`src/rtl/mem_port_arbiter_if.sv`:
```
// CPU, loader and memory-macro signals of the arbiter.
// slave is the arbiter's view; master is the requesters' and memory's view.
interface mem_port_arbiter_if #(
  parameter int N      = 32,
  parameter int ADDR_W = 32
);
  logic              cpu_req;
  logic              cpu_we;
  logic [ADDR_W-1:0] cpu_addr;
  logic [N-1:0]      cpu_wdata;
  logic [N-1:0]      cpu_rdata;
  logic              cpu_ready;

  logic              ldr_req;
  logic              ldr_we;
  logic [ADDR_W-1:0] ldr_addr;
  logic [N-1:0]      ldr_wdata;
  logic [N-1:0]      ldr_rdata;
  logic              ldr_ready;
  logic              ldr_done;

  logic [ADDR_W-1:0] mem_addr;
  logic [N-1:0]      mem_wdata;
  logic              mem_we;
  logic [N-1:0]      mem_rdata;
  logic [1:0]        owner;

  modport slave (
    input  cpu_req, cpu_we, cpu_addr, cpu_wdata,
    output cpu_rdata, cpu_ready,
    input  ldr_req, ldr_we, ldr_addr, ldr_wdata, ldr_done,
    output ldr_rdata, ldr_ready,
    output mem_addr, mem_wdata, mem_we, owner,
    input  mem_rdata
  );

  modport master (
    output cpu_req, cpu_we, cpu_addr, cpu_wdata,
    input  cpu_rdata, cpu_ready,
    output ldr_req, ldr_we, ldr_addr, ldr_wdata, ldr_done,
    input  ldr_rdata, ldr_ready,
    input  mem_addr, mem_wdata, mem_we, owner,
    output mem_rdata
  );
endinterface

```
`src/rtl/mem_port_arbiter.sv`:
```
// Round-robin CPU/loader arbiter for a single-port memory; MEM_ARB_BOOT_HOLD_EN holds CPU off until ldr_done.
// Ready 2 cycles after grant for writes, 2+LATENCY for reads; requesters hold req until their ready pulse.
module mem_port_arbiter #(
  parameter int N       = 32,
  parameter int ADDR_W  = 32,
  parameter int LATENCY = 1
) (
  input logic               clk,
  input logic               rst,
  mem_port_arbiter_if.slave bus
);

  typedef enum logic [1:0] {S_IDLE, S_ACCESS, S_WAIT, S_DONE} state_t;

  localparam logic [1:0] OWN_NONE = 2'b00;
  localparam logic [1:0] OWN_CPU  = 2'b01;
  localparam logic [1:0] OWN_LDR  = 2'b10;
  localparam logic [3:0] LAT_CNT  = 4'(LATENCY);

  state_t            state, state_nxt;
  logic [1:0]        owner_q;
  logic              last_ldr;
  logic              we_q;
  logic [ADDR_W-1:0] addr_q;
  logic [N-1:0]      wdata_q;
  logic [3:0]        cnt_q;
  logic [N-1:0]      cpu_rdata_q;
  logic [N-1:0]      ldr_rdata_q;

  logic grant_cpu, grant_ldr, capture;
  logic mem_we_c, cpu_ready_c, ldr_ready_c;
  logic cpu_ok;

`ifdef MEM_ARB_BOOT_HOLD_EN
  logic boot_released;

  always_ff @(posedge clk or negedge rst) begin
    if (!rst)
      boot_released <= 1'b0;
    else if (bus.ldr_done)
      boot_released <= 1'b1;
  end

  assign cpu_ok = bus.cpu_req & boot_released;
`else
  logic unused_ldr_done;
  assign unused_ldr_done = bus.ldr_done;
  assign cpu_ok          = bus.cpu_req;
`endif

  always_ff @(posedge clk or negedge rst) begin
    if (!rst)
      state <= S_IDLE;
    else
      state <= state_nxt;
  end

  always_comb begin
    state_nxt   = state;
    grant_cpu   = 1'b0;
    grant_ldr   = 1'b0;
    capture     = 1'b0;
    mem_we_c    = 1'b0;
    cpu_ready_c = 1'b0;
    ldr_ready_c = 1'b0;
    case (state)
      S_IDLE: begin
        // On a tie, the port that did not win last time goes first.
        if (cpu_ok && bus.ldr_req) begin
          grant_cpu = last_ldr;
          grant_ldr = !last_ldr;
        end else begin
          grant_cpu = cpu_ok;
          grant_ldr = bus.ldr_req;
        end
        if (grant_cpu || grant_ldr)
          state_nxt = S_ACCESS;
      end
      S_ACCESS: begin
        mem_we_c  = we_q;
        state_nxt = we_q ? S_DONE : S_WAIT;
      end
      S_WAIT: begin
        if (cnt_q == 4'd1) begin
          capture   = 1'b1;
          state_nxt = S_DONE;
        end
      end
      S_DONE: begin
        cpu_ready_c = (owner_q == OWN_CPU);
        ldr_ready_c = (owner_q == OWN_LDR);
        state_nxt   = S_IDLE;
      end
      default: state_nxt = S_IDLE;
    endcase
  end

  always_ff @(posedge clk or negedge rst) begin
    if (!rst) begin
      owner_q     <= OWN_NONE;
      last_ldr    <= 1'b1;
      we_q        <= 1'b0;
      addr_q      <= '0;
      wdata_q     <= '0;
      cnt_q       <= 4'd0;
      cpu_rdata_q <= '0;
      ldr_rdata_q <= '0;
    end else begin
      if (grant_cpu) begin
        we_q     <= bus.cpu_we;
        addr_q   <= bus.cpu_addr;
        wdata_q  <= bus.cpu_wdata;
        owner_q  <= OWN_CPU;
        last_ldr <= 1'b0;
      end else if (grant_ldr) begin
        we_q     <= bus.ldr_we;
        addr_q   <= bus.ldr_addr;
        wdata_q  <= bus.ldr_wdata;
        owner_q  <= OWN_LDR;
        last_ldr <= 1'b1;
      end else if (state == S_DONE) begin
        owner_q <= OWN_NONE;
      end

      if (state == S_ACCESS && !we_q)
        cnt_q <= LAT_CNT;
      else if (state == S_WAIT)
        cnt_q <= cnt_q - 4'd1;

      // Read data lands only in the register of the port that issued the read.
      if (capture && owner_q == OWN_CPU)
        cpu_rdata_q <= bus.mem_rdata;
      if (capture && owner_q == OWN_LDR)
        ldr_rdata_q <= bus.mem_rdata;
    end
  end

  assign bus.mem_addr  = addr_q;
  assign bus.mem_wdata = wdata_q;
  assign bus.mem_we    = mem_we_c;
  assign bus.owner     = owner_q;
  assign bus.cpu_rdata = cpu_rdata_q;
  assign bus.ldr_rdata = ldr_rdata_q;
  assign bus.cpu_ready = cpu_ready_c;
  assign bus.ldr_ready = ldr_ready_c;

endmodule

```
`src/flat_wrapper.sv`:
```
// flat-port wrapper written by rule: the top's interface ports become plain ports
module mem_port_arbiter_flat 
#(
  parameter int N       = 32,
  parameter int ADDR_W  = 32,
  parameter int LATENCY = 1
)
  (clk, rst, bus_cpu_req, bus_cpu_we, bus_cpu_addr, bus_cpu_wdata, bus_cpu_rdata, bus_cpu_ready, bus_ldr_req, bus_ldr_we, bus_ldr_addr, bus_ldr_wdata, bus_ldr_done, bus_ldr_rdata, bus_ldr_ready, bus_mem_addr, bus_mem_wdata, bus_mem_we, bus_owner, bus_mem_rdata);
  mem_port_arbiter_if #(.N(N), .ADDR_W(ADDR_W)) bus_i ();
  input logic clk;
  input logic rst;
  input wire logic [$bits(bus_i.cpu_req)-1:0] bus_cpu_req;
  input wire logic [$bits(bus_i.cpu_we)-1:0] bus_cpu_we;
  input wire logic [$bits(bus_i.cpu_addr)-1:0] bus_cpu_addr;
  input wire logic [$bits(bus_i.cpu_wdata)-1:0] bus_cpu_wdata;
  output wire logic [$bits(bus_i.cpu_rdata)-1:0] bus_cpu_rdata;
  output wire logic [$bits(bus_i.cpu_ready)-1:0] bus_cpu_ready;
  input wire logic [$bits(bus_i.ldr_req)-1:0] bus_ldr_req;
  input wire logic [$bits(bus_i.ldr_we)-1:0] bus_ldr_we;
  input wire logic [$bits(bus_i.ldr_addr)-1:0] bus_ldr_addr;
  input wire logic [$bits(bus_i.ldr_wdata)-1:0] bus_ldr_wdata;
  input wire logic [$bits(bus_i.ldr_done)-1:0] bus_ldr_done;
  output wire logic [$bits(bus_i.ldr_rdata)-1:0] bus_ldr_rdata;
  output wire logic [$bits(bus_i.ldr_ready)-1:0] bus_ldr_ready;
  output wire logic [$bits(bus_i.mem_addr)-1:0] bus_mem_addr;
  output wire logic [$bits(bus_i.mem_wdata)-1:0] bus_mem_wdata;
  output wire logic [$bits(bus_i.mem_we)-1:0] bus_mem_we;
  output wire logic [$bits(bus_i.owner)-1:0] bus_owner;
  input wire logic [$bits(bus_i.mem_rdata)-1:0] bus_mem_rdata;
  assign bus_i.cpu_req = bus_cpu_req;
  assign bus_i.cpu_we = bus_cpu_we;
  assign bus_i.cpu_addr = bus_cpu_addr;
  assign bus_i.cpu_wdata = bus_cpu_wdata;
  assign bus_cpu_rdata = bus_i.cpu_rdata;
  assign bus_cpu_ready = bus_i.cpu_ready;
  assign bus_i.ldr_req = bus_ldr_req;
  assign bus_i.ldr_we = bus_ldr_we;
  assign bus_i.ldr_addr = bus_ldr_addr;
  assign bus_i.ldr_wdata = bus_ldr_wdata;
  assign bus_i.ldr_done = bus_ldr_done;
  assign bus_ldr_rdata = bus_i.ldr_rdata;
  assign bus_ldr_ready = bus_i.ldr_ready;
  assign bus_mem_addr = bus_i.mem_addr;
  assign bus_mem_wdata = bus_i.mem_wdata;
  assign bus_mem_we = bus_i.mem_we;
  assign bus_owner = bus_i.owner;
  assign bus_i.mem_rdata = bus_mem_rdata;
  mem_port_arbiter #(.N(N), .ADDR_W(ADDR_W), .LATENCY(LATENCY)) u_core (.clk(clk), .rst(rst), .bus(bus_i));
endmodule
```
`config.mk`:
```
export PLATFORM = sky130hd
export DESIGN_NAME = mem_port_arbiter_flat
export DESIGN_NICKNAME = d
export VERILOG_FILES = /design/src/rtl/mem_port_arbiter_if.sv /design/src/rtl/mem_port_arbiter.sv /design/src/flat_wrapper.sv
export SDC_FILE = /design/constraint.sdc
export NUM_CORES = 1
export LEC_CHECK = 0
export ABC_CLOCK_PERIOD_IN_PS = 1700
export CAP_MARGIN = 0
export CORE_ASPECT_RATIO = 1.1
export CORE_MARGIN = 3
export CORE_UTILIZATION = 47
export DETAILED_ROUTE_END_ITERATION = 10
export DONT_BUFFER_PORTS = 1
export GPL_ROUTABILITY_DRIVEN = 1
export PLACE_DENSITY = 0.63
export SLEW_MARGIN = 20
export SYNTH_ARGS = -nofsm -noshare
export SYNTH_HDL_FRONTEND = slang
export SYNTH_SLANG_ARGS = --single-unit
```
`constraint.sdc`:
```
create_clock -name clk -period 1.7 [get_ports clk]
set_input_delay 0.255 -clock clk [delete_from_list [all_inputs] [get_ports clk]]
set_output_delay 0.255 -clock clk [all_outputs]
set_load 0.1 [all_outputs]
```
==> results of run 1 <==
what timing repair did:
action,4_1_cts,5_1_grt
cloned,0,3
setup endpoints to repair,17,132
endpoints found under the hold margin,266,139
buffers inserted,1,6
pin swaps,0,1
gates resized for setup,10,19
hold buffers,132,1
per-layer routing:
layer	global-route usage [%]	vias to the layer above	share of wire (%)
li1	-	2545	-
met1	32.6	2878	35
met2	49.3	456	50
met3	9.35	73	10
met4	13.5	0	4.3
met5	0	-	0
path summary, 6_finish.rpt:
check | startpoint | end | slack (ps) | depth (start not counted)
max in group asynchronous | rst | u_core.last_ldr | 1960 | 0
min in group clk | bus_cpu_addr[27] | u_core.bus.mem_addr[27] | 10 | 2
max | u_core.state[0] | u_core.bus.ldr_rdata[21] | -80 | 7
min reg2reg | u_core.bus.ldr_rdata[25] | u_core.bus.ldr_rdata[25] | 510 | 1
min | rst | u_core.bus.ldr_rdata[28] | -470 | 0
max reg2reg | u_core.state[0] | u_core.bus.ldr_rdata[21] | -80 | 7
flip-flops by register name, indices dropped and copies added, names as in the netlist:
| register | flops |
|---|---|
| u_core.bus.mem_addr | 32 |
| u_core.bus.ldr_rdata | 32 |
| u_core.cnt_q | 4 |
| u_core.bus.cpu_rdata | 32 |
| u_core.last_ldr | 1 |
| u_core.we_q | 1 |
| u_core.bus.mem_wdata | 32 |
| u_core.bus.owner | 2 |
| u_core.state | 2 |
cell families (layout without fill, tap and decap cells):
family | Yosys count | count (layout) | share of synthesized area, %
and+or+nand+nor | 154 | 154 | 11.7
DFF | 138 | 138 | 54.5
AOI/OAI and AO/OA | 137 | 137 | 12.4
muxes | 66 | 66 | 15.3
buffers and inverters | 55 | 337 | 4.43
adders and majority gates | 6 | 6 | 1.19
xor gates and xnor gates | 3 | 3 | 0.415
other | 0 | 1 | 0
cells in the mapped netlist (2+ instances only):
cell,instances
dfrtp_1,137
nor2_1,69
nand3_1,66
a31oi_1,65
o21ai_0,64
mux2_4,60
clkbuf_1,23
buf_2,20
buf_6,6
ha_1,6
mux2_2,6
inv_1,5
nand2_1,4
a21oi_1,2
and2_1,2
nand2b_1,2
xnor2_1,2
final cells by class:
class	count	area [µm²]
clock inverter	11	121
sequential	138	3460
fill	744	3150
clock buffer	20	457
multi-input combinational	366	2680
tap	157	196
inverter	5	23.8
timing repair buffer	301	2810
antenna	1	2.50
critical path: stages (launching register included):
cell and delay, ps:
dfrtp_1 380, buf_4 140, inv_4 60, ha_4 130, and4bb_4 280, nand3_4 140
buf_12 200, mux2_4 310
through the flow:
step                util (%)  setup WS (ps)
floorplan                  -           -128
global placement        59.1           38.3
detailed placement      59.1          -19.1
CTS                     74.1          -74.4
global route            75.6           -117
finish                  75.6          -80.1
==> flow_summary_export.csv, run 1 <==
group,metric,value,unit
placement,placed_cells,824,
placement,gp_congestion,0.824,
synthesis,yosysTopAreaCell,"dfrtp_1",
timing,skew,7.50,ps
synthesis,synth_top_area_share,54.1,%
placement,hpwl,12600,µm
run_status,violations,"hold timing, setup timing",
global_route,grt_pass1_wl,33200,µm
layout,final_layout_size_suffix_gt1_share,34.6,%
floorplan,die_w,117,µm
routing,drc_errors,0,
worst_setup_path,cp_max_fo,18,
timing,holdWs,-474,ps
synthesis,async_flop_share,100,%
worst_setup_path,timing_worst_setup_path_type,"reg -> reg",
worst_setup_path,crit_required,2000,ps
clocking,worstSkewPairLatency,420,ps
synthesis,synth-seq-cells,138,
routing,vias,5952,
timing,fmax,562,MHz
timing,final.setup.tns,-2730,ps
clocking,clock_sinks,138,
clocking,cts_buffers,17,
routing,ant_nets,0,
timing,finalMaxSlewViolations,0,
timing,slew_headroom,79.5,%
run_status,status,"finished with violations",
synthesis,avgSynthCellArea,11.3,µm²
worst_hold_path,hold_path.class,"in -> async",
layout,final_common_cell,"buf_4",
synthesis,syn_inst,559,
clocking,cts_max_level,4,
floorplan,dieHeight,128,µm
routing,dr.first_iter.drc_count,654,
timing,rsz0062_at_grt,"true",
synthesis,synth_ff_type,"dfrtp_1",
placement,post_dp_cell_area,7630,µm²
synthesis,ys_warn_count,0,
global_route,grt_util_all_layers,28.9,%
synthesis,synth_edf_count,0,
routing,drt-pass1-iter-count,5,
synthesis,yosysUniqueCellTypes,37,
floorplan,rows,43,
floorplan,io_pins,300,
routing,wirelength,22500,µm
worst_setup_path,end_kind,"flop",
floorplan,dieArea,14900,µm²
clocking,cts.path.max_buffers,2,
worst_setup_path,critPathArrivalTime,2080,ps
global_route,first_global_vias,6068,
timing,setup_viol,62,
timing,tightest_slew,308,ps
timing,fin_crit_sh,105,%
clocking,path_clk_slew,60,ps
placement,port_buffers,0,
layout,areaGrowthSynthToFinish,54.1,%
routing,viasPerCell,5.96,
layout,instances_no_fill,999,
worst_setup_path,crit_path_start_kind,"flop",
run,max-cap-violations,0,
clocking,cts_root_buf,"clkbuf_16",
timing,hold_violations,138,
synthesis,synth_nets,732,
synthesis,yosys-top-cells-area,"dfrtp_1 54%, mux2_4 14%, a31oi_1 6.4%",
layout,design_area,9760,µm²
timing,period_minus_slack,1780,ps
timing,worst_slack,-80.1,ps
floorplan,initial_core_util,49.1,%
synthesis,yosysSeqAreaShare,54.5,%
layout,layout_common_cells,"149 x buf_4, 134 x dfrtp_1, 133 x dlygate4sd3_1",
synthesis,syn_area,6330,µm²
floorplan,core_area,12900,µm²
clocking,cts_tree,"built",
global_route,grt_max_degree,139,
layout,final_nets,1002,
global_route,gr-total-overflow,0,
global_route,grt_antenna_before_repair,1,
routing,wire_per_inst,22.5,µm
Power of run 1 is left out: the tool's default activity adds up to more than one toggle a clock period on the data nets, which glitch-free logic cannot reach.
==> run 2, diff against run 1 <==
- ABC_CLOCK_PERIOD_IN_PS: 1700 -> default
- REMOVE_ABC_BUFFERS: default -> 1
==> flow_summary_export.csv, run 2 (synthesis gave the netlist of run 1 again) <==
group,metric,value,unit
run_status,status,"finished with violations",
run_status,violations,"hold timing, setup timing",
routing,ant_nets,0,
routing,drc_errors,0,
worst_setup_path,timing_worst_setup_path_type,"reg -> reg",
timing,period_minus_slack,1780,ps
layout,final_nets,994,
placement,port_buffers,0,
timing,skew,9.18,ps
clocking,cts_buffers,17,
timing,worst_slack,-81.3,ps
clocking,cts_root_buf,"clkbuf_16",
worst_setup_path,cp_max_fo,8,
layout,design_area,9780,µm²
routing,wire_per_inst,23.1,µm
clocking,clock_sinks,138,
placement,post_dp_cell_area,7650,µm²
timing,rsz0062_at_grt,"true",
global_route,grt_pass1_wl,33400,µm
timing,hold_violations,138,
floorplan,io_pins,300,
run,max-cap-violations,0,
timing,fin_crit_sh,105,%
routing,wirelength,22900,µm
timing,slew_headroom,77.9,%
layout,final_common_cell,"buf_4",
clocking,path_clk_slew,60,ps
layout,areaGrowthSynthToFinish,54.4,%
global_route,grt_antenna_before_repair,1,
routing,vias,5908,
clocking,cts_tree,"built",
global_route,first_global_vias,6084,
global_route,grt_util_all_layers,29.1,%
floorplan,core_area,12900,µm²
routing,drt-pass1-iter-count,5,
floorplan,rows,43,
timing,holdWs,-466,ps
worst_setup_path,end_kind,"flop",
clocking,cts_hold_buf,126,
timing,fmax,561,MHz
worst_hold_path,hold_path.class,"in -> async",
layout,layout_common_cells,"142 x buf_4, 137 x dfrtp_1, 126 x dlygate4sd3_1",
placement,gp_congestion,0.844,
timing,finalMaxSlewViolations,0,
routing,viasPerCell,5.96,
worst_setup_path,critPathArrivalTime,2080,ps
worst_setup_path,r2r-end,"u_core.bus.ldr_rdata[14]",
layout,final_layout_size_suffix_gt1_share,33.5,%
timing,tightest_slew,327,ps
clocking,cts_max_level,4,
clocking,cts.path.max_buffers,2,
clocking,worstSkewPairLatency,410,ps
floorplan,initial_core_util,49.1,%
worst_setup_path,worstReg2RegStart,"u_core.state[0]",
routing,dr.first_iter.drc_count,579,
worst_setup_path,rrSetupSlack,-80,ps
global_route,gr-total-overflow,0,
floorplan,dieArea,14900,µm²
worst_setup_path,crit_required,2000,ps
global_route,grt_max_degree,139,
placement,hpwl,12600,µm
worst_setup_path,rr_worst_depth,6,
timing,setup_viol,55,
worst_setup_path,crit_path_start_kind,"flop",
floorplan,dieHeight,128,µm
floorplan,die_w,117,µm
[run 2: changes by cell type in the layout (fill, tap and decap cells not counted), sizes merged]
cell / previous run / this run
clkbuf: 23 / 31
dlygate4sd3: 133 / 126
buf: 165 / 161
clkinv: 6 / 3
clkinvlp: 2 / 0
bufinv: 2 / 3
inv: 6 / 5
[run 2: worst max-delay path by stage]
| stage | startpoint | endpoint | slack [ps] |
|---|---|---|---|
| after floorplan | u_core.bus.owner[0] | bus_cpu_ready | -2020 |
| after global placement | u_core.state[0] | u_core.bus.ldr_rdata[23] | 0.03 |
| after detailed placement | u_core.state[0] | u_core.bus.mem_addr[28] | -60 |
| after CTS | u_core.state[1] | bus_cpu_ready | -90 |
| after global routing | u_core.state[1] | bus_cpu_ready | -130 |
| final | u_core.state[0] | u_core.bus.ldr_rdata[14] | -80 |
[run 2: routing by layer]
layer  up-vias  wire [µm]  GRT usage (%)
met2       459      11400           48.8
met5         -          0              0
li1       2532          -              -
met4         0        814           12.9
met3        62       2460           8.26
met1      2855       8210           34.5
[run 2: area by class of cell]
cell class / instances / area [µm²]
fillers: 792 / 3140
inverters: 5 / 18.8
flip-flops and latches: 138 / 3450
clock buffers: 25 / 515
well taps: 157 / 196
clock inverters: 6 / 109
multi-input cells: 366 / 2670
repair buffers: 293 / 2810
diodes: 1 / 2.50
[run 2: critical path: stages, from the launching register on]
cell and delay [ps]:
dfrtp_1 400, inv_1 110, ha_1 180, and4bb_4 290, nand3_4 170, buf_12 210, mux2_4 300
[run 2: per-stage QoR]
stage	hold slack (ps)	std cells	setup TNS (ps)	util (%)	worst slack [ps]
2_1_floorplan	-40.6	509	-143590	-	-2020
3_3_place_gp	-37.9	825	0	59.2	0.0268
3_5_place_dp	-37.3	825	-1710	59.2	-61.4
4_1_cts	-484	984	-1200	74.4	-85.6
5_1_grt	-492	991	-5770	75.7	-127
6_report	-466	991	-3040	75.7	-81.3
[run 2: repair_timing]
| item | in CTS | in global routing |
|---|---|---|
| buffers inserted | 1 | 1 |
| endpoints found under the setup margin | 97 | 129 |
| gates cloned | 1 | 5 |
| resized for setup | 9 | 12 |
| endpoints found under the hold margin | 266 | 138 |
| pin swaps | 1 | 9 |
Power of run 2 is left out for the same reason.
